File: config.mk
export PLATFORM = sky130hd
export DESIGN_NAME = cpu_memory
export DESIGN_NICKNAME = d
export VERILOG_FILES = /design/src/rtl/cpu_memory.sv
export SDC_FILE = /design/constraint.sdc
export NUM_CORES = 1
export LEC_CHECK = 0
export ABC_CLOCK_PERIOD_IN_PS = 2300
export CAP_MARGIN = 5
export CORE_UTILIZATION = 30
export DETAILED_ROUTE_END_ITERATION = 7
export DONT_BUFFER_PORTS = 1
export PLACE_DENSITY = 0.47
export SYNTH_ARGS = -nofsm -noshare
export SYNTH_HDL_FRONTEND = slang
export SYNTH_SLANG_ARGS = --single-unit
File: constraint.sdc
create_clock -name clk_i -period 2.3 [get_ports clk_i]
set_input_delay 0.46 -clock clk_i [delete_from_list [all_inputs] [get_ports clk_i]]
set_output_delay 0.46 -clock clk_i [all_outputs]
set_load 0.05 [all_outputs]
File: src/rtl/cpu_memory.sv
// Memory-access stage of the moxie pipeline: registers ALU results through to
// writeback and runs one Wishbone-classic data transaction per load/store.
module cpu_memory #(
  parameter int unsigned TIMEOUT_CYCLES = 255
) (
  input  logic        clk_i,
  input  logic        rst_i,
  input  logic        valid_i,
  input  logic [1:0]  mem_op_i,
  input  logic [1:0]  mem_size_i,
  input  logic [31:0] mem_addr_i,
  input  logic [31:0] store_data_i,
  input  logic [3:0]  register_write_index_i,
  input  logic        register_write_enable_i,
  input  logic [31:0] result_i,
  output logic        stall_o,
  output logic [3:0]  register_write_index_o,
  output logic        register_write_enable_o,
  output logic [31:0] result_o,
  output logic [31:0] dmem_adr_o,
  output logic [31:0] dmem_dat_o,
  input  logic [31:0] dmem_dat_i,
  output logic        dmem_we_o,
  output logic [3:0]  dmem_sel_o,
  output logic        dmem_cyc_o,
  output logic        dmem_stb_o,
  input  logic        dmem_ack_i,
  input  logic        dmem_err_i,
  output logic        mem_fault_o
);

  typedef enum logic {
    IDLE = 1'b0,
    BUS  = 1'b1
  } state_t;

  localparam logic [1:0] OP_LOAD   = 2'b01;
  localparam logic [1:0] OP_STORE  = 2'b10;
  localparam logic [1:0] SZ_BYTE   = 2'b00;
  localparam logic [1:0] SZ_HALF   = 2'b01;
  localparam logic [7:0] CNT_LAST  = 8'(TIMEOUT_CYCLES - 1);

  state_t      r_state;
  state_t      w_state_next;

  logic [7:0]  r_cnt;
  logic [3:0]  r_idx_lat;
  logic        r_en_lat;
  logic        r_is_load;
  logic [1:0]  r_size_lat;
  logic [1:0]  r_a10_lat;

  logic [3:0]  r_wr_idx;
  logic        r_wr_en;
  logic [31:0] r_result;
  logic [31:0] r_adr;
  logic [31:0] r_dat;
  logic        r_we;
  logic [3:0]  r_sel;
  logic        r_cyc;
  logic        r_stb;
  logic        r_fault;

  logic        w_is_mem;
  logic        w_misaligned;
  logic        w_accept;
  logic        w_abort;
  logic [3:0]  w_sel;
  logic [31:0] w_wdata;
  logic [31:0] w_rdata;

  // Request decode for the instruction presented by execute.
  always_comb begin
    w_is_mem     = valid_i && ((mem_op_i == OP_LOAD) || (mem_op_i == OP_STORE));
    w_misaligned = 1'b0;
    w_sel        = 4'b1111;
    w_wdata      = store_data_i;
    case (mem_size_i)
      SZ_BYTE: begin
        w_sel   = 4'b1000 >> mem_addr_i[1:0];
        w_wdata = {4{store_data_i[7:0]}};
      end
      SZ_HALF: begin
        w_misaligned = mem_addr_i[0];
        w_sel        = mem_addr_i[1] ? 4'b0011 : 4'b1100;
        w_wdata      = {2{store_data_i[15:0]}};
      end
      default: begin
        w_misaligned = (mem_addr_i[1:0] != 2'b00);
      end
    endcase
    w_accept = (r_state == IDLE) && w_is_mem && !w_misaligned;
    w_abort  = (r_state == BUS) && !dmem_ack_i && (dmem_err_i || (r_cnt == CNT_LAST));
  end

  // Big-endian lane extraction, zero-extended.
  always_comb begin
    w_rdata = dmem_dat_i;
    case (r_size_lat)
      SZ_BYTE: begin
        case (r_a10_lat)
          2'd0:    w_rdata = {24'h0, dmem_dat_i[31:24]};
          2'd1:    w_rdata = {24'h0, dmem_dat_i[23:16]};
          2'd2:    w_rdata = {24'h0, dmem_dat_i[15:8]};
          default: w_rdata = {24'h0, dmem_dat_i[7:0]};
        endcase
      end
      SZ_HALF: begin
        w_rdata = r_a10_lat[1] ? {16'h0, dmem_dat_i[15:0]} : {16'h0, dmem_dat_i[31:16]};
      end
      default: w_rdata = dmem_dat_i;
    endcase
  end

  always_comb begin
    w_state_next = r_state;
    if (r_state == IDLE) begin
      if (w_accept) w_state_next = BUS;
    end else begin
      if (dmem_ack_i || w_abort) w_state_next = IDLE;
    end
  end

  always_ff @(posedge clk_i) begin
    if (!rst_i) r_state <= IDLE;
    else        r_state <= w_state_next;
  end

  always_ff @(posedge clk_i) begin
    if (!rst_i) begin
      r_cnt      <= '0;
      r_idx_lat  <= '0;
      r_en_lat   <= 1'b0;
      r_is_load  <= 1'b0;
      r_size_lat <= '0;
      r_a10_lat  <= '0;
      r_wr_idx   <= '0;
      r_wr_en    <= 1'b0;
      r_result   <= '0;
      r_adr      <= '0;
      r_dat      <= '0;
      r_we       <= 1'b0;
      r_sel      <= '0;
      r_cyc      <= 1'b0;
      r_stb      <= 1'b0;
      r_fault    <= 1'b0;
    end else begin
      r_fault <= 1'b0;
      if (r_state == IDLE) begin
        if (!valid_i) begin
          r_wr_en <= 1'b0;
        end else if (!w_is_mem) begin
          r_wr_idx <= register_write_index_i;
          r_wr_en  <= register_write_enable_i;
          r_result <= result_i;
        end else if (w_misaligned) begin
          r_wr_en <= 1'b0;
          r_fault <= 1'b1;
        end else begin
          r_idx_lat  <= register_write_index_i;
          r_en_lat   <= register_write_enable_i;
          r_is_load  <= (mem_op_i == OP_LOAD);
          r_size_lat <= mem_size_i;
          r_a10_lat  <= mem_addr_i[1:0];
          r_cyc      <= 1'b1;
          r_stb      <= 1'b1;
          r_adr      <= {mem_addr_i[31:2], 2'b00};
          r_we       <= (mem_op_i == OP_STORE);
          r_sel      <= w_sel;
          r_dat      <= w_wdata;
          r_cnt      <= '0;
          r_wr_en    <= 1'b0;
        end
      end else begin
        if (dmem_ack_i) begin
          r_cyc <= 1'b0;
          r_stb <= 1'b0;
          r_we  <= 1'b0;
          if (r_is_load) begin
            r_result <= w_rdata;
            r_wr_en  <= r_en_lat;
            r_wr_idx <= r_idx_lat;
          end else begin
            r_wr_en <= 1'b0;
          end
        end else if (w_abort) begin
          r_cyc   <= 1'b0;
          r_stb   <= 1'b0;
          r_we    <= 1'b0;
          r_fault <= 1'b1;
          r_wr_en <= 1'b0;
        end else begin
          r_cnt   <= r_cnt + 8'd1;
          r_wr_en <= 1'b0;
        end
      end
    end
  end

  assign stall_o                 = (r_state == BUS);
  assign register_write_index_o  = r_wr_idx;
  assign register_write_enable_o = r_wr_en;
  assign result_o                = r_result;
  assign dmem_adr_o              = r_adr;
  assign dmem_dat_o              = r_dat;
  assign dmem_we_o               = r_we;
  assign dmem_sel_o              = r_sel;
  assign dmem_cyc_o              = r_cyc;
  assign dmem_stb_o              = r_stb;
  assign mem_fault_o             = r_fault;

endmodule

# Word-level counts from Yosys, hierarchy flattened
# Cells that the tools add are included.
[word_totals]
elab_cells = 101
regBits = 125
inputBits = 142
output_inout_bits = 110
[classes]
n_reduce_logical = 20
bitwise = 2
addsub = 1
n_eq_ne = 14
shift = 1
mux = 47
[op_table]
columns = ["cell", "n"]
rows = [
  ["32-bit two-way mux", 5],
  ["32-bit one-hot mux with 2 select lines", 2],
  ["8-bit two-way mux", 6],
  ["1-bit two-way mux", 24],
  ["4-bit two-way mux", 6],
  ["8-bit one-hot mux with 3 select lines", 1],
  ["16-bit two-way mux", 1],
  ["4-bit AND reduction", 3],
  ["2-bit inequality test, second input constant", 5],
  ["8-bit by 1-bit adder with 8-bit output, second input constant", 1],
  ["2-bit by 1-bit equality test with 1-bit output, second input constant", 4],
  ["8-bit equality test, second input constant", 1],
  ["4-bit one-hot mux with 2 select lines", 1],
  ["2-bit logical NOT", 3],
  ["2-bit nonzero test", 3],
  ["1-bit logical AND", 5],
  ["5-bit AND reduction", 1],
  ["2-bit equality test, second input constant", 2],
  ["4-bit by 2-bit right shift with 4-bit output, first input constant", 1],
  ["1-bit logical OR", 3],
  ["3-bit by 2-bit inequality test with 1-bit output, second input constant", 1],
  ["1-bit logical NOT", 2],
  ["2-bit by 1-bit inequality test with 1-bit output, second input constant", 1],
  ["1-bit inverter", 2],
  ["1-bit one-hot mux with 2 select lines", 1],
]

# Longest topological paths before layout
# Gate-level depths: netlist (run 1).
[depth]
ltp_word = 7
mapped_depth = 9
ltp_nobuf = 7

# Worst setup path before layout (run 1)
# No wires, ideal clock.
[synth_timing]
path_kind = "register -> register"
start = "reg r_state (netlist: stall_o)"
end = "reg r_cnt[7]"
setup_slack_ps = 389
path_buffers = 1
t_required_ps = 2230
path_stages_with_launch = 6
setup_time_ps = 70
synth_period_minus_slack_ps = 1911
arrival_ps = 1841
path_cell_list = "dfxtp_1 -> buf_2 -> o211ai_2 -> a21o_1 -> or4_1 -> a21oi_1"
[synth_between]
elab_chain_cells = 4
elab_cells_between_ends = 9
classes_between = "eq/ne (3); mux (1); reduce/logical (5)"
[synth_rtl]
columns = ["element", "line_no", "rtl"]
rows = [
  ["start: declaration", "43", "state_t r_state;"],
  ["start signal: assignment", "126", "else r_state <= w_state_next;"],
  ["1-bit logical AND (2 in a row)", "93", "w_abort = (r_state == BUS) && !dmem_ack_i && (dmem_err_i || (r_cnt == CNT_LAST));"],
  ["2-bit inequality test (no line)", "-", ""],
  ["5-bit AND reduction (no line)", "-", ""],
  ["end signal: assignment", "193", "r_cnt <= r_cnt + 8'd1;"],
  ["end: declaration", "46", "logic [7:0] r_cnt;"],
]
# Several ways; a longest one is shown, not always the timed one.
# A chain may end at the register's enable or synchronous reset.

# Worst setup path after layout (run 1)
[layout_timing]
start = "reg r_cnt[0]"
end = "reg r_cnt[7]"
[layout_between]
elab_chain_cells = 5
elab_cells_between_ends = 9
classes_between = "add/sub (1); eq/ne (2); mux (3); reduce/logical (3)"
[layout_rtl]
columns = ["element"]
rows = [
  ["parallel branches: the longest is 5 deep, another holds 8-bit by 1-bit adder with 8-bit output"],
]
# Parallel ways; which one is timed is not known. The select of a mux whose other input is x is not followed.

==> results_dict.tcl, run 1 <==
set metrics [dict create \
    synthCells 713 \
    clk_pin_slew_ps 60 \
    cts_buffers 17 \
    final_common_cell "nand2_1" \
    r2r-end "r_cnt[7]" \
    antenna_left 0 \
    ys_seq_area_share_pct 44.3 \
    post-route-period-util_pct 84.2 \
    ys_top_cells_by_area "dfxtp_1 44%, nand2_1 9.8%, a21oi_1 7.9%" \
    cts_resized 0 \
    clkLatencyLatePin_ps 410 \
    initial_core_util_pct 31.0 \
    syn_area_mm2 0.00565 \
    power_frac_seq_pct 42.9 \
    sw_frac_of_total_pct 27.9 \
    dpl.hpwl_mm 13.5 \
    finalWirelength_mm 18.2 \
    violations "design-rule violations" \
    core_mm2 0.0182 \
    wire_per_inst_um 19.5 \
    gp_congestion 0.845 \
    synth.avg_cell_area_um2 7.92 \
    cp_slowest_cell "or4_1" \
    final_cell_mix "148 x nand2_1, 124 x dfxtp_1, 89 x a21oi_1, 63 x nor2_1, 30 x o21ai_0" \
    r2r-start "r_cnt[0]" \
    grt_max_degree 49 \
    antenna_found_initial 0 \
    setup_tns_ps 0 \
    p_sw_mw 1.78 \
    cp-end-kind "flip-flop" \
    maxSlewViolCount 0 \
    internal_power_mw 4.59 \
    grt_pass1_wl_mm 27.3 \
    dieWidth_um 139 \
    rows 49 \
    grt_pass1_vias 4964 \
    ys_ff_latch 125 \
    synth_top_area_cell "dfxtp_1" \
    cts_root_buffer "clkbuf_16" \
    cts-htree-levels 4 \
    crit_path_max_incr_delay_ps 540 \
    ys.flop_type "dfxtp_1" \
    cp_max_fo 11 \
    max-clock-path-buffers 2 \
    syn2layout_area_growth_pct 16.6 \
    ir_worst_vdd_v 0.000475 \
    postCtsSetupBuffers 0 \
    status "finished, violations left" \
    setup_viol 0 \
    diodes 0 \
    combPwrFrac_pct 8.1 \
    hold_violations 0 \
    drtIter0Drc 367 \
    min_period_ps 1940 \
    synth_edf_count 0 \
    numClockSinks 125 \
    min_path_type "input pin to flip-flop" \
    drc 23 \
    maxCapViolations 0 \
    grt_use_total_pct 18.3 \
    stdcell_area_mm2 0.00659 \
    critPathRequiredTime_ps 2630 \
    yosysTopAreaCellShare_pct 44.3 \
    rsz0062_at_grt "no" \
    leakage_nw 2.36 \
    overflow 0 \
    synth_cell_type_count 47 \
    via_count 5116 \
    tightestPinTransition_ps 610 \
    r2r_cells 7 \
    layout-drive-gt1-share_pct 9.96 \
    dieArea_mm2 0.0194 \
    fmax_mhz 516 \
    maxSlewHeadroom_pct 59.2 \
    dpl-instance-area_mm2 0.00590 \
    cellPowerDensity_mw_per_mm2 967 \
    clkPwrFrac_pct 49.0 \
    die_h_um 139 \
    port_buffers 0 \
    crit_start "r_cnt[0]" \
    crit_arrival_ps 2260 \
    path_class "flip-flop to flip-flop" \
    cp_cell_sequence "inv_1 -> ha_1 -> nand3_1 -> o211ai_2 -> a21o_1 -> or4_1 -> a21oi_1" \
    viasPerCell 5.49 \
    cp-start-kind "flip-flop" \
    async_flop_share_pct 0 \
    skew_ps 9.91 \
    dr.pass1.iters 8 \
    crit_end "r_cnt[7]" \
    finish.net_count 836 \
    cts_hold_buf 0 \
    rrSetupSlack_ps 360 \
    tritoncts "built" \
    io_pins 252 \
    yosysWarnings 0 \
]
## worst max-delay path: cells and delay by family (launching register included)
kind / cells / cell delay [ps]
buffers and inverters: 1 / 80
flip-flops: 1 / 350
adder cells (fa/ha/maj): 1 / 200
AO/OA/AOI/OAI: 3 / 580
AND/OR/NAND/NOR: 2 / 650
## flip-flops by register name (all words and copies together) (netlist names)
name,count
dmem_adr_o,30
mem_fault_o,1
r_a10_lat,2
stall_o,1
register_write_index_o,4
r_is_load,1
r_en_lat,1
dmem_dat_o,32
r_idx_lat,4
result_o,32
r_cnt,8
register_write_enable_o,1
dmem_we_o,1
dmem_sel_o,4
dmem_stb_o,1
r_size_lat,2
## cell usage after synthesis, types with 4 or more instances
master	number
o21ai_0	30
o22a_1	6
clkbuf_1	38
a311oi_1	8
a22oi_1	8
dfxtp_1	125
nand3_1	4
nor2_1	63
ha_1	4
nand2_1	148
nor3_1	21
mux2_2	6
mux2i_1	21
a21oi_1	89
or4_1	4
a22o_1	8
buf_2	14
inv_1	10
buf_4	8
o22ai_1	12
a221oi_1	17
nand4_1	4
a211oi_1	21
a21o_1	9
## metal layers
| metal | track usage, % | wire length, um | vias to the layer above |
|---|---|---|---|
| met5 | 0 | 0 | - |
| met4 | 6.90 | 323 | 0 |
| met3 | 8.60 | 2080 | 20 |
| met2 | 32.4 | 8980 | 258 |
| met1 | 18.7 | 6780 | 2371 |
| li1 | - | - | 2467 |
## worst min path at each step
stage | slack (ps) | startpoint | to | cells past startpoint
finish | 180 | rst_i | result_o[7] | 1
global route | 160 | store_data_i[1] | dmem_dat_o[1] | 2
CTS | 150 | rst_i | result_o[7] | 1
detailed placement | 450 | r_idx_lat[3] | r_idx_lat[3] | 2
global placement | 440 | r_idx_lat[3] | r_idx_lat[3] | 2
floorplan | 440 | r_idx_lat[0] | r_idx_lat[0] | 2
## power by group through the flow
| stage | Combinational [mW] | Clock (mW) | Sequential [mW] |
|---|---|---|---|
| floorplan | 0.417 | 0 | 2.75 |
| global placement | 0.509 | 0 | 2.78 |
| detailed placement | 0.522 | 0 | 2.78 |
| CTS | 0.523 | 3.20 | 2.74 |
| global route | 0.581 | 3.29 | 2.75 |
| finish | 0.516 | 3.12 | 2.73 |
## logic make-up (layout without fill, tap and decap cells)
kind of cell / after synthesis / count (layout) / share of synthesized area (%)
fa+ha+maj: 4 / 4 / 0.886
mux: 27 / 27 / 4.92
flops: 125 / 125 / 44.3
buf+inv: 76 / 65 / 6.02
simple gates: 258 / 258 / 18.9
other cells: 1 / 2 / 0.0664
compound gates: 222 / 222 / 25.0
## per-stage QoR
step                hold slack (ps)  power, mW  std cells  utilization [%]  setup slack [ps]
finish                          177       6.37        932             36.2               363
global placement                442       3.29        900             32.4               241
floorplan                       436       3.17        714                -               389
CTS                             148       6.46        932             36.2               356
detailed placement              446       3.31        900             32.4               169
global route                    156       6.62        932             36.2               260
## cell type report
type	instances	area, um^2
Fill cell	1897	11600
Multi-Input combinational cell	513	2830
Sequential cell	125	2500
Clock buffer	19	453
Tap cell	229	287
Clock inverter	13	236
Timing Repair Buffer	21	233
Inverter	12	46.3
No activity file was read; power rests on OpenSTA's default activity.
==> run 2: changes to the inputs <==
Settings changed: ABC_AREA set to 1, ABC_CLOCK_PERIOD_IN_PS 2300 to 1700, PLACE_DENSITY 0.47 to 0.48.
Clock period 2.3 ns to 1.7 ns, I/O delays scaled along.
==> results_dict.tcl, run 2 <==
set metrics [dict create \
    status "completed" \
    post-route-period-util_pct 88.8 \
    cellPowerDensity_mw_per_mm2 1260 \
    drtIter0Drc 290 \
    cp_slowest_cell "dfxtp_1" \
    async_flop_share_pct 0 \
    tritoncts "built" \
    syn_area_mm2 0.00567 \
    cts_root_buffer "clkbuf_16" \
    hold_violations 0 \
    port_buffers 0 \
    grt_pass1_vias 4746 \
    synth_top_area_cell "dfxtp_1" \
    synth_cell_type_count 34 \
    ys_top_cells_by_area "dfxtp_1 44%, nand2_1 10%, o21ai_0 8.1%" \
    cp_cell_sequence "inv_1 -> ha_1 -> nand2_1 -> nor2_1 -> nand2_1 -> nand3_2 -> nand2_2 -> nand3_1 -> nand2_1 -> nor2_1" \
    gp_congestion 0.840 \
    min_path_type "input pin to flip-flop" \
    cp-start-kind "flip-flop" \
    cts_hold_buf 0 \
    final_common_cell "nand2_1" \
    ys.flop_type "dfxtp_1" \
    dieWidth_um 140 \
    path_class "flip-flop to flip-flop" \
    layout_setup_ws_ps 190 \
    drc 0 \
    core_mm2 0.0183 \
    leakage_nw 2.53 \
    ys_ff_latch 125 \
    fill_cells 1958 \
    cp-end-kind "flip-flop" \
    pre_cts_ws_ps -78.6 \
    tightestPinTransition_ps 569 \
    dieArea_mm2 0.0195 \
    clkLatencyLatePin_ps 410 \
    numClockSinks 125 \
    postCtsSetupBuffers 0 \
    maxSlewViolCount 0 \
    finalPower_mw 8.20 \
    crit_arrival_ps 1810 \
    yosysTopAreaCellShare_pct 44.1 \
    io_pins 252 \
    initial_core_util_pct 31.1 \
    synthCells 786 \
    synth.most_common_cell "nand2_1" \
    setup_viol 0 \
    final_util_pct 35.6 \
    finalWirelength_mm 17.4 \
    final_cells 1016 \
    syn2layout_area_growth_pct 14.7 \
    maxSlewHeadroom_pct 62.0 \
    viasPerCell 5.01 \
    cts_buffers 17 \
    dp_cells 984 \
    rows 49 \
    whs_ps 61.5 \
    diodes 0 \
    ir_worst_vdd_v 0.000613 \
    skew_ps 9.16 \
    grt_max_degree 93 \
    crit_path_max_incr_delay_ps 330 \
    cts-htree-levels 4 \
    grt_use_total_pct 17.9 \
    ys_seq_area_share_pct 44.1 \
    cp_max_fo 9 \
    final_cell_mix "156 x nand2_1, 124 x dfxtp_1, 92 x o21ai_0, 91 x nor2_1, 86 x a21oi_1" \
    layout-drive-gt1-share_pct 9.91 \
    grt_pass1_wl_mm 27.0 \
    dr.pass1.iters 5 \
    synth_common_cells "157 x nand2_1, 125 x dfxtp_1, 92 x o21ai_0" \
    min_period_ps 1510 \
    max-clock-path-buffers 2 \
    synth_edf_count 0 \
    fmax_mhz 662 \
    finish.net_count 920 \
    yosysWarnings 0 \
    die_h_um 140 \
    antenna_left 0 \
    wire_per_inst_um 17.2 \
    clk_pin_slew_ps 60 \
    rsz0062_at_grt "no" \
    via_count 5091 \
    dpl.hpwl_mm 12.0 \
    antenna_found_initial 0 \
    overflow 0 \
    maxCapViolations 0 \
    critPathRequiredTime_ps 2000 \
    synth.avg_cell_area_um2 7.22 \
    path_common_cell "nand2_1" \
]
==> run 2: cell count changes after synthesis, moves of 10 or more <==
cell and delta:
a211oi_1 -20, inv_1 +18, o22ai_1 -12, o21ai_0 +62, o21ai_1 +15, o211ai_1 +10, a31oi_1 +29, nand3_1 +46
mux2i_1 -21, clkbuf_1 -13, a221oi_1 -17, nor2_1 +28, nor3_1 -21
==> run 2: critical path: cells and delay by family, from the launching register on <==
kind          cells  cell delay, ps
buf+inv           1              70
simple gates      8             790
fa+ha+maj         1             200
flops             1             330
==> run 2: layout make-up <==
type / count / area (um^2) / share of cell area (%)
inverters: 35 / 133 / 2.04
multi-input cells: 566 / 2700 / 41.5
clock buffers: 17 / 425 / 6.54
repair buffers: 29 / 305 / 4.69
well taps: 229 / 287 / 4.40
clock inverters: 15 / 150 / 2.31
flip-flops and latches: 125 / 2500 / 38.5
==> run 2: routing by layer <==
metal,vias to the layer above,global-route usage [%],share of wire (%),wire [um]
li1,2628,-,-,-
met1,2274,22.3,45,7790
met2,167,28.1,45,7930
met3,22,7.12,8.2,1430
met4,0,6.14,1.6,286
met5,-,0,0,0
==> run 2: kinds of logic (layout without fill, tap and decap cells) <==
group | Yosys count | after routing | synth area share [%]
compound gates | 245 | 245 | 23.4
xor+xnor | 2 | 2 | 0.309
fa+ha+maj | 4 | 4 | 0.882
buf+inv | 96 | 96 | 8.36
flops | 125 | 125 | 44.1
other cells | 1 | 2 | 0.0661
simple gates | 313 | 313 | 22.9
==> run 2: timing repair <==
action | CTS | global route
endpoints found under the setup margin | 0 | 2
endpoints found under the hold margin | 0 | 0
resized for setup | 0 | 1
==> run 2: worst paths after layout <==
path                    start        endpoint  slack [ps]  cells after the start
min reg2reg      r_a10_lat[0]    r_a10_lat[0]         450                      2
min          store_data_i[16]  dmem_dat_o[16]          60                      2
max                  r_cnt[0]        r_cnt[2]         190                     10
max reg2reg          r_cnt[0]        r_cnt[2]         190                     10
==> run 2: power breakdown <==
group / switching [mW] / internal [mW] / total, mW
Sequential: 0.760 / 3.13 / 3.89
Combinational: 0.464 / 0.290 / 0.755
Clock: 1.49 / 2.06 / 3.56
==> run 2: through the flow <==
| stage | setup TNS [ps] | cell area [um^2] |
|---|---|---|
| after floorplan | 0 | 5680 |
| after global placement | -376 | 5930 |
| after detailed placement | -704 | 5930 |
| after CTS | 0 | 6500 |
| after global routing | 0 | 6510 |
| final | 0 | 6510 |
